$ cat config.mk
export PLATFORM = sky130hd
export DESIGN_NAME = floo_vc_credit_scheduler
export DESIGN_NICKNAME = d
export VERILOG_FILES = /design/src/rtl/floo_vc_credit_scheduler_pkg.sv /design/src/rtl/floo_vc_credit_scheduler_chk.sv /design/src/rtl/floo_vc_credit_scheduler_credit_counter.sv /design/src/rtl/floo_vc_credit_scheduler.sv
export SDC_FILE = /design/constraint.sdc
export NUM_CORES = 1
export LEC_CHECK = 0
export ABC_CLOCK_PERIOD_IN_PS = 4940
export BUFFER_PORTS_ARGS = -buffer_cell sky130_fd_sc_hd__buf_2
export CAP_MARGIN = 0
export CORE_MARGIN = 5
export CORE_UTILIZATION = 54
export DETAILED_ROUTE_END_ITERATION = 7
export PLACE_DENSITY_LB_ADDON = 0.1
export SLEW_MARGIN = 20
export SYNTH_ARGS = -nofsm -noshare
export SYNTH_HDL_FRONTEND = slang
export SYNTH_SLANG_ARGS = --single-unit
$ cat constraint.sdc
create_clock -name clk_i -period 4.94 [get_ports clk_i]
set_input_delay 0.741 -clock clk_i [delete_from_list [all_inputs] [get_ports clk_i]]
set_output_delay 0.741 -clock clk_i [all_outputs]
set_load 0.05 [all_outputs]
$ cat src/rtl/floo_vc_credit_scheduler_pkg.sv
// Shared types and helpers for the VC credit path.
// The downstream credit-return block reuses these same types and helpers.
package floo_vc_credit_scheduler_pkg;

  // Lock state of the packet-level scheduler.
  // Idle: no packet is open. Locked: a packet is open on one VC.
  typedef enum logic [0:0] {
    Idle   = 1'b0,
    Locked = 1'b1
  } vc_sched_state_e;

  // Counter width that can hold every value from 0 to num_credits.
  function automatic int unsigned cnt_width(input int unsigned num_credits);
    return $clog2(num_credits + 32'd1);
  endfunction

  // Width of a VC index. A single VC still gets a 1-bit index.
  function automatic int unsigned idx_width(input int unsigned num_vcs);
    return (num_vcs > 32'd1) ? $clog2(num_vcs) : 32'd1;
  endfunction

  localparam int unsigned DefaultNumCredits = 32'd4;
  localparam int unsigned DefaultCntWidth   = cnt_width(DefaultNumCredits);

  // Credit counter type for the default buffer depth.
  typedef logic [DefaultCntWidth-1:0] credit_cnt_t;

endpackage

$ cat src/rtl/floo_vc_credit_scheduler_chk.sv
// Protocol checker for the VC credit scheduler. It holds only properties and no logic.
module floo_vc_credit_scheduler_chk #(
  parameter int unsigned NumVirtChannels = 32'd2
) (
  input logic                       clk_i,
  input logic                       rst_ni,
  input logic [NumVirtChannels-1:0] valid_i,
  input logic [NumVirtChannels-1:0] ready_i,
  input logic [NumVirtChannels-1:0] credit_i,
  input logic [NumVirtChannels-1:0] full_i,
  input logic [NumVirtChannels-1:0] empty_i
);

  // The link carries one flit per cycle, so at most one VC is granted.
  a_onehot_grant: assert property (@(posedge clk_i) disable iff (!rst_ni)
    $onehot0(ready_i))
    else $error("more than one VC granted in one cycle");

  for (genvar v = 0; v < NumVirtChannels; v++) begin : g_vc
    // Upstream keeps a pending request asserted until it is granted.
    a_valid_stable: assert property (@(posedge clk_i) disable iff (!rst_ni)
      (valid_i[v] && !ready_i[v]) |=> valid_i[v])
      else $error("valid dropped without grant on VC %0d", v);

    // Downstream returned more credits than its buffer can hold.
    a_credit_overflow: assert property (@(posedge clk_i) disable iff (!rst_ni)
      !(credit_i[v] && full_i[v] && !ready_i[v]))
      else $error("credit overflow on VC %0d", v);

    // A flit is never sent without a credit.
    a_grant_no_credit: assert property (@(posedge clk_i) disable iff (!rst_ni)
      !(ready_i[v] && empty_i[v]))
      else $error("grant without credit on VC %0d", v);
  end

endmodule

$ cat src/rtl/floo_vc_credit_scheduler_credit_counter.sv
// Per-VC credit counter.
// Reset loads the full downstream buffer depth. A grant spends one credit and a
// returned credit adds one back. Both in the same cycle leave the count unchanged.
// An increment at the maximum saturates instead of wrapping.
module floo_vc_credit_scheduler_credit_counter
  import floo_vc_credit_scheduler_pkg::*;
#(
  parameter int unsigned NumCredits = 32'd4,
  localparam int unsigned CntWidth  = cnt_width(NumCredits)
) (
  input  logic                clk_i,
  input  logic                rst_ni,
  input  logic                dec_i,
  input  logic                inc_i,
  output logic [CntWidth-1:0] cnt_o,
  output logic                empty_o,
  output logic                full_o
);

  localparam logic [CntWidth-1:0] MaxCnt = CntWidth'(NumCredits);
  localparam logic [CntWidth-1:0] One    = CntWidth'(32'd1);
  localparam logic [CntWidth-1:0] Zero   = CntWidth'(32'd0);

  logic [CntWidth-1:0] cnt_d;
  logic [CntWidth-1:0] cnt_q;

  // Next credit count: spend on grant, refill on a returned credit, clamp at both ends.
  always_comb begin
    cnt_d = cnt_q;
    case ({dec_i, inc_i})
      2'b10: begin
        if (cnt_q != Zero) begin
          cnt_d = cnt_q - One;
        end else begin
          cnt_d = cnt_q;
        end
      end
      2'b01: begin
        if (cnt_q != MaxCnt) begin
          cnt_d = cnt_q + One;
        end else begin
          cnt_d = cnt_q;
        end
      end
      default: cnt_d = cnt_q;
    endcase
  end

  // Credit register. Reset gives the full downstream buffer depth.
  always_ff @(posedge clk_i) begin
    if (!rst_ni) begin
      cnt_q <= MaxCnt;
    end else begin
      cnt_q <= cnt_d;
    end
  end

  assign cnt_o   = cnt_q;
  assign empty_o = (cnt_q == Zero);
  assign full_o  = (cnt_q == MaxCnt);

endmodule

$ cat src/rtl/floo_vc_credit_scheduler.sv
// VC credit scheduler at a router output port.
// Several VCs share one physical link. Per-VC credit counters replace ready-based
// backpressure on the link. Scheduling is round-robin per packet. Once the head flit
// of a packet is granted, its VC holds the link until the tail flit, so packets are
// never interleaved.
module floo_vc_credit_scheduler
  import floo_vc_credit_scheduler_pkg::*;
#(
  parameter int unsigned NumVirtChannels = 32'd2,
  parameter int unsigned NumCredits      = 32'd4,
  parameter type         flit_t          = logic,
  localparam int unsigned CntWidth       = cnt_width(NumCredits),
  localparam int unsigned IdxWidth       = idx_width(NumVirtChannels)
) (
  input  logic                                     clk_i,
  input  logic                                     rst_ni,
  input  logic  [NumVirtChannels-1:0]              valid_i,
  output logic  [NumVirtChannels-1:0]              ready_o,
  input  logic  [NumVirtChannels-1:0]              last_i,
  input  flit_t [NumVirtChannels-1:0]              data_i,
  output logic                                     valid_o,
  output logic  [IdxWidth-1:0]                     vc_id_o,
  output flit_t                                    data_o,
  input  logic  [NumVirtChannels-1:0]              credit_i,
  output logic  [NumVirtChannels-1:0][CntWidth-1:0] credit_cnt_o
);

  localparam logic [IdxWidth:0]   NumVcExt = (IdxWidth+1)'(NumVirtChannels);
  localparam logic [IdxWidth-1:0] LastIdx  = IdxWidth'(NumVirtChannels - 32'd1);
  localparam logic [IdxWidth-1:0] IdxOne   = IdxWidth'(32'd1);
  localparam logic [IdxWidth-1:0] IdxZero  = IdxWidth'(32'd0);

  logic [NumVirtChannels-1:0] empty_s;
  logic [NumVirtChannels-1:0] full_s;
  logic [NumVirtChannels-1:0] eligible_s;
  logic [NumVirtChannels-1:0] grant_s;
  logic                       grant_valid_s;
  logic [IdxWidth-1:0]        grant_idx_s;

  vc_sched_state_e            state_q;
  logic [IdxWidth-1:0]        lock_vc_q;
  logic [IdxWidth-1:0]        rr_q;
  logic                       valid_q;
  logic [IdxWidth-1:0]        vc_id_q;
  flit_t                      data_q;

  // One credit counter per VC. A grant spends a credit and credit_i returns one.
  for (genvar v = 0; v < NumVirtChannels; v++) begin : g_cnt
    floo_vc_credit_scheduler_credit_counter #(
      .NumCredits (NumCredits)
    ) i_credit_counter (
      .clk_i   (clk_i),
      .rst_ni  (rst_ni),
      .dec_i   (grant_s[v]),
      .inc_i   (credit_i[v]),
      .cnt_o   (credit_cnt_o[v]),
      .empty_o (empty_s[v]),
      .full_o  (full_s[v])
    );
  end

  // Eligibility uses only the registered credit count. A credit that arrives in the
  // same cycle cannot unblock a VC until the next cycle.
  assign eligible_s = valid_i & ~empty_s;

  // Grant selection.
  // Locked: only the locked VC may go.
  // Idle: take the first eligible VC at or after the round-robin pointer, wrapping.
  always_comb begin
    logic [IdxWidth:0] sum_v;
    grant_valid_s = 1'b0;
    grant_idx_s   = IdxZero;
    sum_v         = '0;
    case (state_q)
      Locked: begin
        if (eligible_s[lock_vc_q]) begin
          grant_valid_s = 1'b1;
          grant_idx_s   = lock_vc_q;
        end else begin
          grant_valid_s = 1'b0;
          grant_idx_s   = lock_vc_q;
        end
      end
      Idle: begin
        for (int unsigned i = 0; i < NumVirtChannels; i++) begin
          sum_v = {1'b0, rr_q} + (IdxWidth+1)'(i);
          if (sum_v >= NumVcExt) begin
            sum_v = sum_v - NumVcExt;
          end else begin
            sum_v = sum_v;
          end
          if (!grant_valid_s && eligible_s[sum_v[IdxWidth-1:0]]) begin
            grant_valid_s = 1'b1;
            grant_idx_s   = sum_v[IdxWidth-1:0];
          end else begin
            grant_valid_s = grant_valid_s;
          end
        end
      end
      default: begin
        grant_valid_s = 1'b0;
        grant_idx_s   = IdxZero;
      end
    endcase
  end

  // Convert the granted index to the one-hot ready vector.
  always_comb begin
    grant_s = '0;
    if (grant_valid_s) begin
      grant_s[grant_idx_s] = 1'b1;
    end else begin
      grant_s = '0;
    end
  end

  assign ready_o = grant_s;

  // Lock FSM, round-robin pointer and link output register.
  // A head flit without last_i locks the link to its VC. A tail flit unlocks the link
  // and moves the pointer past the VC that just finished.
  always_ff @(posedge clk_i) begin
    if (!rst_ni) begin
      state_q   <= Idle;
      lock_vc_q <= IdxZero;
      rr_q      <= IdxZero;
      valid_q   <= 1'b0;
      vc_id_q   <= IdxZero;
      data_q    <= '0;
    end else begin
      valid_q <= grant_valid_s;
      if (grant_valid_s) begin
        vc_id_q <= grant_idx_s;
        data_q  <= data_i[grant_idx_s];
        case (state_q)
          Idle, Locked: begin
            if (last_i[grant_idx_s]) begin
              state_q <= Idle;
              rr_q    <= (grant_idx_s == LastIdx) ? IdxZero : grant_idx_s + IdxOne;
            end else begin
              state_q   <= Locked;
              lock_vc_q <= grant_idx_s;
            end
          end
          default: state_q <= Idle;
        endcase
      end else begin
        vc_id_q <= vc_id_q;
        data_q  <= data_q;
      end
    end
  end

  assign valid_o = valid_q;
  assign vc_id_o = (NumVirtChannels == 32'd1) ? IdxZero : vc_id_q;
  assign data_o  = data_q;

  floo_vc_credit_scheduler_chk #(
    .NumVirtChannels (NumVirtChannels)
  ) i_chk (
    .clk_i    (clk_i),
    .rst_ni   (rst_ni),
    .valid_i  (valid_i),
    .ready_i  (grant_s),
    .credit_i (credit_i),
    .full_i   (full_s),
    .empty_i  (empty_s)
  );

endmodule
# After elaboration in Yosys (flattened, before gate mapping)
# Cells that the tools add are included.
[word_totals]
register_bits = 12
output_inout_bits = 11
word_cells = 83
[op_classes]
n_addsub = 8
magnitude_cmp = 7
n_eq_ne = 10
n_mux = 33
n_bitwise = 4
reduce_logical = 13
[op_table]
columns = ["cell", "count"]
rows = [
  ["$mux 1", 23],
  ["$mux 3", 4],
  ["$pmux 3 s2", 2],
  ["$lt 1x2->1 const B", 4],
  ["$ne 2x1->1 const B", 4],
  ["$add 3x1->3 const B", 2],
  ["$logic_not 3->1", 2],
  ["$ne 3x3->1 const B", 2],
  ["$reduce_and 3->1", 2],
  ["$reduce_bool 3->1", 2],
  ["$sub 3x1->3 const B", 2],
  ["$eq 2x1->1 const B", 2],
  ["$eq 2x2->1 const B", 2],
  ["$pmux 1 s2", 2],
  ["$reduce_and 2->1", 2],
  ["$reduce_bool 2->1", 2],
  ["$add 1x1->2 const B", 1],
  ["$and 2x2->2", 1],
  ["$ge 1x2->1 const B", 1],
  ["$ge 2x2->1 const B", 1],
  ["$logic_and 1x1->1", 2],
  ["$mux 2", 1],
  ["$not 1->1", 2],
  ["$not 2->2", 1],
  ["other kinds (5)", 6],
]

# Logic depth before layout (Yosys ltp)
[depth]
depth_word = 19
mapped_depth = 9

# By module
# From an unflattened synthesis, not the netlist that was laid out.
[hier_totals]
cells_unflattened = 81
area_unflattened_um2 = 777.0
[by_module_without_submodules]
columns = ["module", "instances", "cells_each", "area_per_inst_um2", "seq_area_each_um2"]
rows = [
  ["floo_vc_credit_scheduler_credit_counter", 2, 23, 200.2, 60.1],
  ["floo_vc_credit_scheduler", 1, 35, 376.6, 120.1],
]

# Worst setup path before layout
# No wires, ideal clock.
[synth_path]
path_kind = "register to register"
startpoint = "register g_cnt[0].i_credit_counter.cnt_q[0]"
endpoint = "register g_cnt[1].i_credit_counter.cnt_q[2]"
arrival_time_ps = 2495
required_ps = 4815
slack_ps = 2320
path_stages_with_launch = 10
n_path_buf = 0
period_less_slack_ps = 2620
path_cell_list = "dfxtp_1 o31ai_4 o311ai_2 ha_1 inv_1 fa_1 xor2_1 a211oi_1 xnor2_1 nand2_1"
[synth_between]
elab_chain_cells = 19
[synth_lines]
columns = ["element", "line_no", "source"]
rows = [
  ["start, declared", "floo_vc_credit_scheduler_credit_counter.sv:25", "logic [CntWidth-1:0] cnt_q;"],
  ["start signal, assigned", "floo_vc_credit_scheduler_credit_counter.sv:52", "cnt_q <= MaxCnt;"],
  ["start signal, assigned", "floo_vc_credit_scheduler_credit_counter.sv:54", "cnt_q <= cnt_d;"],
  ["$logic_not 3->1 *", "floo_vc_credit_scheduler_credit_counter.sv:59", "assign empty_o = (cnt_q == Zero);"],
  ["$not 2->2 *", "floo_vc_credit_scheduler.sv:64", "assign eligible_s = valid_i & ~empty_s;"],
  ["$and 2x2->2 *", "floo_vc_credit_scheduler.sv:64", ""],
  ["$mux 1 (not written as such) (2 in series)", "floo_vc_credit_scheduler.sv:92", "if (!grant_valid_s && eligible_s[sum_v[IdxWidth-1:0]]) begin"],
  ["$mux 1", "floo_vc_credit_scheduler.sv:92", ""],
  ["$mux 1", "floo_vc_credit_scheduler.sv:74", "case (state_q)"],
  ["$logic_not 1->1", "floo_vc_credit_scheduler.sv:92", ""],
  ["$logic_and 1x1->1", "floo_vc_credit_scheduler.sv:92", ""],
  ["[2 not listed]", "--", ""],
  ["$lt 1x2->1 (not written as such) or $ge 1x1->1 (tied branches)", "floo_vc_credit_scheduler.sv:111", "grant_s[grant_idx_s] = 1'b1;"],
  ["$logic_and 1x1->1 (not written as such)", "floo_vc_credit_scheduler.sv:111", ""],
  ["$mux 1 (not written as such)", "floo_vc_credit_scheduler.sv:111", ""],
  ["$demux 1 s1", "floo_vc_credit_scheduler.sv:111", ""],
  ["$mux 2 *", "floo_vc_credit_scheduler.sv:110", "if (grant_valid_s) begin"],
  ["$eq 2x1->1 or $eq 2x2->1 (tied branches)", "floo_vc_credit_scheduler_credit_counter.sv:30", "case ({dec_i, inc_i})"],
  ["$ne 2x1->1 (no line) or $reduce_bool 2->1 (tied branches)", "--", ""],
  ["$reduce_and 3->1 (no line)", "--", ""],
  ["end signal, assigned", "floo_vc_credit_scheduler_credit_counter.sv:52", ""],
  ["end signal, assigned", "floo_vc_credit_scheduler_credit_counter.sv:54", ""],
  ["end, declared", "floo_vc_credit_scheduler_credit_counter.sv:25", ""],
]
# Mark *: on every way between the ends. The rest lies on a longest branch, timed or not. The select of a mux whose other input is x is not followed.
# A chain may end at the register's enable or synchronous reset.

# Worst setup path in the final report
[layout_path]
startpoint = "register g_cnt[1].i_credit_counter.cnt_q[1]"
endpoint = "output ready_o[0]"
[layout_between]
elab_chain_cells = 16
[layout_lines]
columns = ["element", "line_no", "source"]
rows = [
  ["$logic_not 3->1 *", "floo_vc_credit_scheduler_credit_counter.sv:59", ""],
  ["$not 2->2 *", "floo_vc_credit_scheduler.sv:64", ""],
  ["$and 2x2->2 *", "floo_vc_credit_scheduler.sv:64", ""],
  ["$mux 1 (not written as such) (2 in series)", "floo_vc_credit_scheduler.sv:92", ""],
  ["$mux 1", "floo_vc_credit_scheduler.sv:92", ""],
  ["$mux 1", "floo_vc_credit_scheduler.sv:74", ""],
  ["$logic_not 1->1", "floo_vc_credit_scheduler.sv:92", ""],
  ["$logic_and 1x1->1", "floo_vc_credit_scheduler.sv:92", ""],
  ["$mux 1", "floo_vc_credit_scheduler.sv:92", ""],
  ["$pmux 1 s2", "floo_vc_credit_scheduler.sv:74", ""],
  ["$lt 1x2->1 (not written as such) or $ge 1x1->1 (tied branches)", "floo_vc_credit_scheduler.sv:111", ""],
  ["$logic_and 1x1->1 (not written as such)", "floo_vc_credit_scheduler.sv:111", ""],
  ["$mux 1 (not written as such)", "floo_vc_credit_scheduler.sv:111", ""],
  ["$demux 1 s1", "floo_vc_credit_scheduler.sv:111", ""],
  ["$mux 2 *", "floo_vc_credit_scheduler.sv:110", ""],
  ["end, declared", "floo_vc_credit_scheduler.sv:18", "output logic [NumVirtChannels-1:0] ready_o,"],
]
# Marks and branches as above.

==> summary.md <==
The share of synthesized area spent on multiplexers was 0.0290; the post-synthesis xor/xnor area fraction was 0.0677. Setup repair after global routing left no endpoint under its margin. The area of the die is 2290 sq um, and the count of hold-fix buffers inserted at cts is 0. The worst path needs 2.54 ns of the cycle, external delays included. On the final layout, the worst clock skew is 0.00205 ns. The initial standard-cell utilization of the core came out at 0.582. TritonCTS built the clock tree. The data required time at the worst endpoint is 4.20 ns. The clock passes through at most 2 buffers. Port buffering added 20 buffers.

Max-cap violations in this run came to 0. The total grt overflow was 0. The tools report the final weighted congestion in routability-driven placement as 0.831. The tools report the clock insertion delay at the later pin of the skew report as 0.26 ns. Yosys attributes the largest share of cell area to sky130_fd_sc_hd__dfxtp_1 31%, sky130_fd_sc_hd__ha_1 6.5%, sky130_fd_sc_hd__fa_1 5.2%. Synthesized area per cell: 9.24 sq um. When the netlist entered floorplanning its net count stood at 100. The normalized max-slew margin is 0.733.

The run gives 1.49 mm as the final routed wirelength across all metal layers. The tools report the core region area as 1330 sq um. The mapped netlist covers 776 sq um.

The top cell types in the final layout, fill and taps aside, are 20 x sky130_fd_sc_hd__buf_2, 12 x sky130_fd_sc_hd__dfxtp_1, 10 x sky130_fd_sc_hd__inv_1. For the arrival time of the worst setup path, the log shows 1.80 ns. The clock net in this run drives a total of 12 sinks. The leading cell type in the layout, fill and taps excluded is sky130_fd_sc_hd__buf_2. The run gives 0 as the remaining antenna violation count after routing.

Number of hold violations in the final report: 0. After synthesis, the largest family of logic cells by area is compound AO/OA/AOI/OAI gates. The run gives 13 as the maximum number of pins on one net before global-route repair. The tools report the site row count as 13.

CTS root buffer: sky130_fd_sc_hd__clkbuf_4. The signal on the critical path passes through o31a_1, a311o_1, inv_1, buf_2. For the worst flop-to-flop path, the logic depth is 9. The die is 47.9 um tall.

Maximum clock frequency: 0.393 GHz. The level count of the clock H-tree came out at 1. The tightest hold path in the finished design has a slack of 0.525 ns.

The run finished with clean final reports. The complex-gate fraction of the synthesized area was 0.258; the share of the yosys chip area belonging to registers was 0.310. The wire length of the first global-routing pass is 2.30 mm, and the area added between synthesis and finish is 15.8%.

The initial antenna violation count is 0. sky130_fd_sc_hd__dfxtp_1 takes more of the synthesized area than any other cell. For the pin with the worst max-slew slack, the measured transition is 0.401 ns. The highest ir drop seen on vdd came out at 0.424 mV. The portion of the clock cycle consumed by the worst path in the final layout works out to 0.515.

In this run the count of I/O pins placed on the die edge is 21. The total of endpoints with negative setup slack in the final report was 0. The fraction of final layout cells with drive strength greater than 1 is 0.288, and the clock buffer count from CTS is 3. The first detailed-routing pass took 4 iterations.

Power spread over the standard cell area amounts to 591 nW/um^2. The clock-pin slew reported for the worst setup and hold paths after clock tree synthesis came out at 0.07 ns. The worst register-to-register path ends at g_cnt[0].i_credit_counter.cnt_o[2]. The slowest stage of the critical path belongs to the cell sky130_fd_sc_hd__a311o_1. The simple-gate share of the synthesized area was 0.147; the number of diodes added for antenna fixing was 0. In this design, the stage delay of the slowest critical-path cell is 0.43 ns.

The startpoint identified for the worst register-to-register timing path is g_cnt[0].i_credit_counter.cnt_o[0]. Summed over all cells, the static leakage comes to 0.428 nW. The min-delay analysis places its worst path in the category reg2reg. In the final timing run, aggregate negative setup slack is 0 ns. The number of stages on the worst hold path came out at 1. The post-CTS resize count was 0. The worst setup path is captured at an output pin. For the number of nets in the layout, the log shows 122.

Number of buffers inserted by post-CTS setup repair: 0. In this run the register-to-register setup slack is 2.45 ns. The synthesized design contains 12 register bits.

For this run, design rule violations remaining after detail routing come to 0. Measured along the x axis, the die boundary spans 47.9 um. The worst setup path is launched from a flip-flop. For the max-slew violation total from the final report, the log shows 0. The critical path is of the reg2out type.

After technology mapping, the gate count stands at 84. In the routed layout, each cell is associated on average with a via count of 5.39. The Yosys step of the flow raised 0 warnings. The area fraction of the dominant cell type after synthesis is 0.310, and the average wire per standard cell is 12.5 um. The DRC marker count from the first detailed-route iteration was 13. The total routing resource utilization after global routing was 0.145; the area share of fa/ha/maj cells after synthesis was 0.116.

The worst-path maximum fanout was 6. The path with the worst hold slack has its endpoint at vc_id_o. Across all layers, the routed design uses 642 vias. The number of global-route vias before repair came out at 561.

The number of distinct library cell variants in the gate-level netlist after synthesis is 30. The tools report the placed wire-length estimate as 1.16 mm. The tools report the startpoint of the tightest hold check path as vc_id_o.
[where the power goes]
group,leakage [nW],switching (mW),internal (mW),total [mW]
Combinational,0.315,0.197,0.103,0.300
Sequential,0.0994,0.0457,0.128,0.173
Clock,0.0138,0.0304,0.0282,0.0585
Total,0.428,0.273,0.258,0.531
[flip-flops by register name (all words and copies together), names as in the netlist]
name,cells
vc_id_o,1
data_o,1
g_cnt.i_credit_counter.cnt_o,6
lock_vc_q,1
state_q,1
valid_o,1
rr_q,1
[Yosys cell counts, drive strengths merged]
master	count
nor4b	1
xnor2	2
o311ai	1
o21a	1
a211oi	3
inv	10
o21ai	2
xor2	4
a2111oi	1
o22ai	1
a21oi	4
dfxtp	12
nand2	8
nand2b	1
ha	4
o31ai	1
a21boi	3
nor2b	1
a311o	1
fa	2
and3	1
and2	5
o211a	1
mux2	2
o2bb2ai	1
o31a	2
buf	2
o211ai	1
clkbuf	1
nor2	5
[metal layers]
| layer | vias to the layer above | GRT usage | wire (um) |
|---|---|---|---|
| met1 | 288 | 0.176 | 700 |
| li1 | 331 | - | - |
| met5 | - | 0 | 0 |
| met2 | 19 | 0.235 | 656 |
| met4 | 0 | 0.0806 | 29 |
| met3 | 4 | 0.0338 | 98 |
[metrics by stage]
step / setup WS, ns / cells / instance area [sq um] / util / power [mW]
2_1_floorplan: 2.32 / 84 / 776 / - / 0.420
3_3_place_gp: 2.20 / 116 / 876 / 0.657 / 0.470
3_5_place_dp: 2.13 / 116 / 876 / 0.657 / 0.476
4_1_cts: 2.38 / 119 / 898 / 0.674 / 0.535
5_1_grt: 2.28 / 119 / 898 / 0.674 / 0.569
6_report: 2.40 / 119 / 898 / 0.674 / 0.531
[cell families after synthesis]
logic type      Yosys count
simple gates             22
mux                       2
fa+ha+maj                 6
xor+xnor                  6
flops                    12
buf+inv                  13
compound gates           23
[final cells by class]
cell class / count / area [sq um]
Clock buffer: 3 / 22.5
Multi-Input combinational cell: 59 / 479
Sequential cell: 12 / 240
Fill cell: 109 / 435
Tap cell: 15 / 18.8
Timing Repair Buffer: 20 / 100
Inverter: 10 / 37.5
[how the worst max path moves through the flow]
stage / startpoint / endpoint / depth (start not counted)
floorplan: g_cnt[0].i_credit_counter.cnt_o[0] / g_cnt[1].i_credit_counter.cnt_o[2] / 9
global placement: valid_i[1] / g_cnt[0].i_credit_counter.cnt_o[2] / 10
detailed placement: valid_i[1] / g_cnt[0].i_credit_counter.cnt_o[2] / 10
CTS: g_cnt[1].i_credit_counter.cnt_o[1] / ready_o[0] / 4
global route: g_cnt[0].i_credit_counter.cnt_o[0] / g_cnt[0].i_credit_counter.cnt_o[2] / 9
finish: g_cnt[1].i_credit_counter.cnt_o[1] / ready_o[0] / 4
[worst max-delay path: cells and delay by family, from the launching register on]
kind,cells,cell delay [ns]
buf+inv,2,0.35
compound gates,2,0.84
flops,1,0.36
Note: power is estimated with default switching activity, not from simulation.
